--- config.mk ---
export PLATFORM = sky130hd
export DESIGN_NAME = spwm_deadtime_flat
export DESIGN_NICKNAME = d
export VERILOG_FILES = /design/src/rtl/spwm_deadtime_if.sv /design/src/rtl/spwm_deadtime.sv /design/src/flat_wrapper.sv
export SDC_FILE = /design/constraint.sdc
export NUM_CORES = 1
export LEC_CHECK = 0
export BUFFER_PORTS_ARGS = -buffer_cell sky130_fd_sc_hd__buf_2
export CAP_MARGIN = 30
export CORE_UTILIZATION = 58
export DETAILED_ROUTE_END_ITERATION = 7
export HOLD_SLACK_MARGIN = 0.12
export PLACE_DENSITY = 0.89
export SETUP_SLACK_MARGIN = 0.2
export SLEW_MARGIN = 0
export SYNTH_ARGS = -nofsm -noshare
export SYNTH_HDL_FRONTEND = slang
export SYNTH_SLANG_ARGS = --single-unit
--- constraint.sdc ---
create_clock -name clk -period 2.2 [get_ports clk]
set_input_delay 0.22 -clock clk [delete_from_list [all_inputs] [get_ports clk]]
set_output_delay 0.22 -clock clk [all_outputs]
set_load 0.1 [all_outputs]
--- src/rtl/spwm_deadtime_if.sv ---
// rtl/spwm_deadtime_if.sv - control/gate bundle for one SPWM bridge leg; fault signals present under SPWM_FAULT_EN
interface spwm_deadtime_if #(
    parameter int DATA_BITS  = 9,
    parameter int PRESC_BITS = 8,
    parameter int DT_BITS    = 8
);
    logic                        en;
    logic signed [DATA_BITS-1:0] sample;
    logic [PRESC_BITS-1:0]       prescale;
    logic [DT_BITS-1:0]          dead_time;
    logic                        hs;
    logic                        ls;
    logic                        sync;
`ifdef SPWM_FAULT_EN
    logic                        fault_n;
    logic                        fault_clr;
    logic                        fault_latched;

    modport master (
        output en, sample, prescale, dead_time, fault_n, fault_clr,
        input  hs, ls, sync, fault_latched
    );
    modport slave (
        input  en, sample, prescale, dead_time, fault_n, fault_clr,
        output hs, ls, sync, fault_latched
    );
`else
    modport master (
        output en, sample, prescale, dead_time,
        input  hs, ls, sync
    );
    modport slave (
        input  en, sample, prescale, dead_time,
        output hs, ls, sync
    );
`endif
endinterface

--- src/rtl/spwm_deadtime.sv ---
// rtl/spwm_deadtime.sv - triangular-carrier SPWM leg with complementary dead-time gates
// Optional fault latch and gate shutdown when SPWM_FAULT_EN is defined.
module spwm_deadtime #(
    parameter int DATA_BITS  = 9,
    parameter int PRESC_BITS = 8,
    parameter int DT_BITS    = 8
) (
    input logic            clk,
    input logic            rst,
    spwm_deadtime_if.slave bus
);
    localparam int MSB = DATA_BITS - 1;
    localparam logic [DATA_BITS-1:0]  CAR_MAX   = '1;
    localparam logic [DATA_BITS-1:0]  CAR_TOP   = {{(DATA_BITS-1){1'b1}}, 1'b0};
    localparam logic [DATA_BITS-1:0]  CAR_ONE   = {{(DATA_BITS-1){1'b0}}, 1'b1};
    localparam logic [DATA_BITS-1:0]  DUTY_HALF = {1'b1, {(DATA_BITS-1){1'b0}}};
    localparam logic [PRESC_BITS-1:0] PRESC_ONE = {{(PRESC_BITS-1){1'b0}}, 1'b1};
    localparam logic [DT_BITS-1:0]    CNT_ONE   = {{(DT_BITS-1){1'b0}}, 1'b1};

    typedef enum logic [2:0] {IDLE, HS_ON, LS_ON, DT_HS, DT_LS} state_t;

    state_t                 state_q, state_d;
    logic [DT_BITS-1:0]     cnt_q, cnt_d;
    logic [PRESC_BITS-1:0]  presc_q, presc_d;
    logic [DATA_BITS-1:0]   carrier_q, carrier_d;
    logic [DATA_BITS-1:0]   duty_q, duty_d;
    logic                   dir_up_q, dir_up_d;
    logic                   sync_q, sync_d;
    logic                   ref_q, ref_d;
    logic                   hs_q, hs_d;
    logic                   ls_q, ls_d;
    logic                   step;
    logic                   fault_hold;

`ifdef SPWM_FAULT_EN
    logic fault_s1_q, fault_s2_q, fault_latched_q;

    // Gates stay off while the synchronized fault is active or the latch is still set.
    always_ff @(posedge clk) begin
        if (rst) begin
            fault_s1_q      <= 1'b1;
            fault_s2_q      <= 1'b1;
            fault_latched_q <= 1'b0;
        end else begin
            fault_s1_q <= bus.fault_n;
            fault_s2_q <= fault_s1_q;
            if (!fault_s2_q)
                fault_latched_q <= 1'b1;
            else if (bus.fault_clr)
                fault_latched_q <= 1'b0;
        end
    end

    assign fault_hold        = !fault_s2_q || fault_latched_q;
    assign bus.fault_latched = fault_latched_q;
`else
    assign fault_hold = 1'b0;
`endif

    always_comb begin
        step      = (presc_q >= bus.prescale);
        presc_d   = step ? '0 : presc_q + PRESC_ONE;
        carrier_d = carrier_q;
        dir_up_d  = dir_up_q;
        duty_d    = duty_q;
        sync_d    = 1'b0;
        if (!bus.en) begin
            presc_d   = '0;
            carrier_d = '0;
            dir_up_d  = 1'b1;
        end else if (step) begin
            if (dir_up_q) begin
                carrier_d = carrier_q + CAR_ONE;
                if (carrier_q == CAR_TOP)
                    dir_up_d = 1'b0;
            end else begin
                carrier_d = carrier_q - CAR_ONE;
                if (carrier_q == CAR_ONE) begin
                    // Valley: reload duty as offset binary so the signed sample maps onto 0..CAR_MAX.
                    dir_up_d = 1'b1;
                    sync_d   = 1'b1;
                    duty_d   = {~bus.sample[MSB], bus.sample[MSB-1:0]};
                end
            end
        end
        ref_d = (duty_q > carrier_q);
    end

    always_comb begin
        state_d = state_q;
        cnt_d   = cnt_q;
        case (state_q)
            IDLE: begin
                if (bus.en) begin
                    state_d = ref_q ? DT_HS : DT_LS;
                    cnt_d   = bus.dead_time;
                end
            end
            HS_ON: begin
                if (!ref_q) begin
                    state_d = DT_LS;
                    cnt_d   = bus.dead_time;
                end
            end
            LS_ON: begin
                if (ref_q) begin
                    state_d = DT_HS;
                    cnt_d   = bus.dead_time;
                end
            end
            DT_HS: begin
                if (!ref_q) begin
                    state_d = DT_LS;
                    cnt_d   = bus.dead_time;
                end else if (cnt_q == '0) begin
                    state_d = HS_ON;
                end else begin
                    cnt_d = cnt_q - CNT_ONE;
                end
            end
            DT_LS: begin
                if (ref_q) begin
                    state_d = DT_HS;
                    cnt_d   = bus.dead_time;
                end else if (cnt_q == '0) begin
                    state_d = LS_ON;
                end else begin
                    cnt_d = cnt_q - CNT_ONE;
                end
            end
            default: state_d = IDLE;
        endcase
        if (!bus.en || fault_hold) begin
            state_d = IDLE;
            cnt_d   = '0;
        end
        // Gates decode the next state, so both can never be high together.
        hs_d = (state_d == HS_ON);
        ls_d = (state_d == LS_ON);
    end

    always_ff @(posedge clk) begin
        if (rst) begin
            state_q   <= IDLE;
            cnt_q     <= '0;
            presc_q   <= '0;
            carrier_q <= '0;
            duty_q    <= DUTY_HALF;
            dir_up_q  <= 1'b1;
            sync_q    <= 1'b0;
            ref_q     <= 1'b0;
            hs_q      <= 1'b0;
            ls_q      <= 1'b0;
        end else begin
            state_q   <= state_d;
            cnt_q     <= cnt_d;
            presc_q   <= presc_d;
            carrier_q <= carrier_d;
            duty_q    <= duty_d;
            dir_up_q  <= dir_up_d;
            sync_q    <= sync_d;
            ref_q     <= ref_d;
            hs_q      <= hs_d;
            ls_q      <= ls_d;
        end
    end

    assign bus.hs   = hs_q;
    assign bus.ls   = ls_q;
    assign bus.sync = sync_q;

endmodule

--- src/flat_wrapper.sv ---
// flat-port wrapper written by rule: the top's interface ports become plain ports
module spwm_deadtime_flat 
#(
    parameter int DATA_BITS  = 9,
    parameter int PRESC_BITS = 8,
    parameter int DT_BITS    = 8
)
  (clk, rst, bus_en, bus_sample, bus_prescale, bus_dead_time, bus_hs, bus_ls, bus_sync);
  spwm_deadtime_if #(.DATA_BITS(DATA_BITS), .PRESC_BITS(PRESC_BITS), .DT_BITS(DT_BITS)) bus_i ();
  input logic clk;
  input logic rst;
  input wire logic [$bits(bus_i.en)-1:0] bus_en;
  input wire logic [$bits(bus_i.sample)-1:0] bus_sample;
  input wire logic [$bits(bus_i.prescale)-1:0] bus_prescale;
  input wire logic [$bits(bus_i.dead_time)-1:0] bus_dead_time;
  output wire logic [$bits(bus_i.hs)-1:0] bus_hs;
  output wire logic [$bits(bus_i.ls)-1:0] bus_ls;
  output wire logic [$bits(bus_i.sync)-1:0] bus_sync;
  assign bus_i.en = bus_en;
  assign bus_i.sample = bus_sample;
  assign bus_i.prescale = bus_prescale;
  assign bus_i.dead_time = bus_dead_time;
  assign bus_hs = bus_i.hs;
  assign bus_ls = bus_i.ls;
  assign bus_sync = bus_i.sync;
  spwm_deadtime #(.DATA_BITS(DATA_BITS), .PRESC_BITS(PRESC_BITS), .DT_BITS(DT_BITS)) u_core (.clk(clk), .rst(rst), .bus(bus_i));
endmodule
Yosys cells after proc, flatten, opt, wreduce, memory -nomap -nowiden
Cells that the tools add are included.
{"block": "word_totals", "elab_cells": 57, "output_inout_bits": 3, "input_bits": 28, "regBits": 42}
{"block": "op_classes", "addsub": 4, "n_reduce_logical": 8, "magnitude_cmp": 2, "bitwise": 4, "eq_ne": 10, "mux": 19}
{"op": "8-bit 2-to-1 mux", "n": 5}
{"op": "8-bit case mux with 5 select lines", "n": 1}
{"op": "3-bit 2-to-1 mux", "n": 8}
{"op": "3-bit case mux with 5 select lines", "n": 1}
{"op": "9-bit by 1-bit adder with 9-bit output, second input constant", "n": 1}
{"op": "3-bit by 2-bit equality test with 1-bit output, second input constant", "n": 3}
{"op": "9-bit by 1-bit equality test with 1-bit output, second input constant", "n": 1}
{"op": "9-bit equality test, second input constant", "n": 1}
{"op": "9-bit greater-than comparator", "n": 1}
{"op": "9-bit 2-to-1 mux", "n": 1}
{"op": "9-bit by 1-bit subtractor with 9-bit output, second input constant", "n": 1}
{"op": "8-bit by 1-bit adder with 8-bit output, second input constant", "n": 1}
{"op": "8-bit >= comparator", "n": 1}
{"op": "8-bit logical NOT", "n": 1}
{"op": "8-bit by 1-bit subtractor with 8-bit output, second input constant", "n": 1}
{"op": "3-bit by 1-bit equality test with 1-bit output, second input constant", "n": 2}
{"op": "5-bit nonzero test", "n": 1}
{"op": "1-bit NOT", "n": 4}
{"op": "4-bit AND reduction", "n": 1}
{"op": "4-bit OR reduction", "n": 1}
{"op": "3-bit equality test, second input constant", "n": 1}
{"op": "3-bit logical NOT", "n": 1}
{"op": "1-bit 2-to-1 mux", "n": 3}
{"op": "3-bit AND reduction", "n": 1}
{"op": "4 further kinds", "n": 4}

Longest topological paths before layout
{"block": "logic_depth", "depth_word": 6, "ltp_mapped": 8}

Least setup slack after synthesis
OpenSTA, ideal clock, no wires.
{"block": "synth_path", "path_kind": "register to register", "startpoint": "reg u_core.presc_q[0]", "endpoint": "reg u_core.duty_q[8]", "period_less_slack_ns": 1.982, "path_buffers": 1, "stages_incl_launch_ff": 9, "arrival_ns": 1.868, "t_required_ns": 2.086, "slack_ns": 0.218, "path_cell_list": "dfxtp_1 > inv_1 > ha_1 > nand2b_1 > a2111oi_0 > o31a_2 > buf_4 > o21bai_1 > a21o_1"}
{"block": "synth_via", "elab_chain_cells": 2}
{"element": "start, declared", "line": "spwm_deadtime.sv:24", "source": "logic [PRESC_BITS-1:0] presc_q, presc_d;"}
{"element": "start signal, assigned", "line": "spwm_deadtime.sv:157", "source": "presc_q <= presc_d;"}
{"element": "8-bit >= comparator", "line": "spwm_deadtime.sv:61", "source": "step = (presc_q >= bus.prescale);"}
{"element": "4-bit AND reduction (no line)"}
{"element": "end signal, assigned", "line": "spwm_deadtime.sv:159", "source": "duty_q <= duty_d;"}
{"element": "end, declared", "line": "spwm_deadtime.sv:26", "source": "logic [DATA_BITS-1:0] duty_q, duty_d;"}
No other way between the ends.
A chain may end at the register's enable or synchronous reset.

Worst setup path after layout
{"block": "layout_path", "startpoint": "reg u_core.presc_q[7]", "endpoint": "reg u_core.carrier_q[3]"}
{"block": "layout_via", "elab_chain_cells": 1}
{"element": "8-bit >= comparator", "line": "spwm_deadtime.sv:61"}
{"element": "end signal, assigned", "line": "spwm_deadtime.sv:158", "source": "carrier_q <= carrier_d;"}
{"element": "end, declared", "line": "spwm_deadtime.sv:25", "source": "logic [DATA_BITS-1:0] carrier_q, carrier_d;"}
No other way between the ends.

==> impl_metrics.tcl <==
set metrics [dict create \
    status "finished clean" \
    routedWlPerCell_um 14.2 \
    start_kind "register" \
    io_pins 31 \
    hold_path_class "in -> reg" \
    multi_input_area_mm2 0.00158 \
    cts_tree "built" \
    crit_arrival_ns 2.16 \
    ant_nets 0 \
    tightest_slew_ns 0.598 \
    synth_top_family_by_area "simple AND/OR/NAND/NOR gates" \
    dieArea_mm2 0.00465 \
    cts_made_buffers 5 \
    grt_pass1_vias 2123 \
    grt_max_degree 28 \
    dieWidth_um 68.2 \
    synth_ff_type "dfxtp_1" \
    slew_headroom_pct 60.0 \
    grt_antenna_before_repair 0 \
    overflow 0 \
    finalCritPeriodShare_pct 87.5 \
    yosys-top-cells-area "dfxtp_1 (33%), ha_1 (12%), o21ai_0 (6.1%)" \
    maxSlewViolCount 0 \
    syn2layout_area_growth_pct 14.9 \
    synth_edf_count 0 \
    finalCriticalPeriod_ns 1.93 \
    nFillCells 343 \
    grt_pass1_wl_um 9110 \
    clk_latency_ns 0.30 \
    rsz0062_at_grt "false" \
    fin_nets 398 \
    h-tree-depth 2 \
    yosysWarnings 0 \
    synth_simple_gate_area_share_pct 23.7 \
    clockBufferDepth 2 \
    rows 23 \
    path_max_fanout 27 \
    drv_cap 0 \
    vias_per_cell 5.98 \
    antennaDiodeCount 0 \
    p_per_area_mw_per_mm2 548 \
    first_pass_iters 6 \
    drcViolationCount 0 \
    synthAdderAreaFrac_pct 11.8 \
    drt_iter0_markers 137 \
    hold_violations 0 \
    muxShareOfSynthArea_pct 0.836 \
    clk_pin_slew_ns 0.08 \
    core_area_mm2 0.00412 \
    crit_path_end_kind "register" \
    rrSetupSlack_ns 0.27 \
    synth-xor-area-share_pct 2.75 \
    crit_type "reg -> reg" \
    synth_cell_types 49 \
    required_ns 2.43 \
    hpwl_um 4070 \
    root_buffer "clkbuf_8" \
    place.port_buffers 30 \
    avgSynthCellArea_um2 8.15 \
    post-cts-setup-buffer-count 0 \
    skew_ns 0.00329 \
    fmax_mhz 519 \
    syn_inst 312 \
    start_util_pct 61.8 \
    synth_top_cell_by_area "dfxtp_1" \
    vias 2376 \
    syn_area_mm2 0.00254 \
    seq_area_um2 845 \
    power_leakage_nw 1.21 \
    final_layout_size_suffix_gt1_share_pct 18.7 \
    yosysTopAreaCellShare_pct 33.1 \
    synth_fp_nets 364 \
    synth_seq_area_share_pct 33.1 \
    die_h_um 68.2 \
    synth-compound-area-share_pct 21.3 \
    grt_usage_pct 26.3 \
    vdd_drop_max_mv 0.448 \
    synth_seq_cells 42 \
    cts_sinks 42 \
    tns_ns 0 \
    total_power_mw 1.60 \
    postCtsHoldBufs 0 \
    async_flop_share_pct 0 \
    finalSetupViolCount 0 \
    place_congestion 0.921 \
    wirelength_um 5650 \
]
timing repair:
action | in CTS | in global routing
setup endpoints to repair | 27 | 29
pin swaps | 0 | 1
gates resized for setup | 2 | 11
report_power, final:
part / switching [mW] / internal [mW]
clock network: 0.272 / 0.339
logic: 0.107 / 0.0917
registers: 0.0183 / 0.775
metrics by stage:
step	worst slack, ns	area (µm²)	std cells	util, %	hold WS [ns]
3_5_place_dp	0.0828	2770	389	67.3	0.472
6_report	0.274	2920	397	71.0	0.171
4_1_cts	0.233	2890	397	70.1	0.169
3_3_place_gp	0.181	2770	389	67.3	0.443
5_1_grt	0.187	2920	397	71.0	0.170
2_1_floorplan	0.218	2540	312	-	0.303
cells by family after synthesis:
group           count (synthesis)
compound gates                 89
simple gates                  110
buf+inv                        37
fa+ha+maj                      24
xor+xnor                        8
flops                          42
mux                             2
layout make-up:
cell class,instances,area share [%]
clock inverters,2,1.28
repair buffers,40,8.13
multi-input cells,233,54.0
inverters,24,3.08
clock buffers,6,2.48
well taps,50,2.14
flip-flops and latches,42,28.9
final timing paths:
path | from | end | depth (start not counted)
max reg2reg | u_core.presc_q[7] | u_core.carrier_q[3] | 6
min | bus_sample[3] | u_core.duty_q[3] | 3
min reg2reg | u_core.presc_q[0] | u_core.presc_q[0] | 1
max | u_core.presc_q[7] | u_core.carrier_q[3] | 6
worst max-delay path, cell delays in order (launching register included):
cell	delay (ns)
dfxtp_1	0.33
ha_1	0.32
nand4_1	0.15
o31a_2	0.39
buf_12	0.17
or3_1	0.35
a21oi_1	0.16
flip-flops by register name (all words and copies together) (netlist names):
name              count
u_core.bus.sync       1
u_core.bus.ls         1
u_core.bus.hs         1
u_core.ref_q          1
u_core.cnt_q          8
u_core.presc_q        8
u_core.state_q        3
u_core.dir_up_q       1
u_core.duty_q         9
u_core.carrier_q      9
routing by layer:
metal / GRT usage, % / vias to the layer above / share of wire, %
met3: 4.83 / 15 / 3.8
met1: 32.3 / 1102 / 45
met5: 0 / - / 0
met2: 44.6 / 59 / 49
met4: 10.9 / 0 / 2.1
li1: - / 1200 / -
cell usage in the layout (no fill, tap or decap), types with 3 or more instances in the layout:
cell      Yosys  routed
clkbuf_8      0       5
a21oi_1      27      25
a21o_1        3       3
a32o_1        4       4
xor2_1        4       4
buf_2         2      30
xnor2_1       4       4
ha_1         24      23
or3_1         7       7
nor2_1       26      25
inv_1        24      24
nand2_1      19      19
nor3_1        5       5
a31oi_1       4       4
and3_1        6       5
and2_1        4       4
dfxtp_1      42      39
nor2b_1       6       6
o21ai_0      31      31
dfxtp_2       0       3
nand4_1      15      15
o21a_1        4       4
o31ai_1       4       4
nand3_1       5       5
buf_4         3       9
cells in the mapped netlist, types with 5 or more instances:
cell type,n
and3_1,6
nand3_1,5
inv_1,24
clkbuf_1,6
dfxtp_1,42
ha_1,24
nor2_1,26
nor3_1,5
a21oi_1,27
nand2_1,19
nand4_1,15
o21ai_0,31
nor2b_1,6
or3_1,7
No activity file was read; power rests on OpenSTA's default activity.
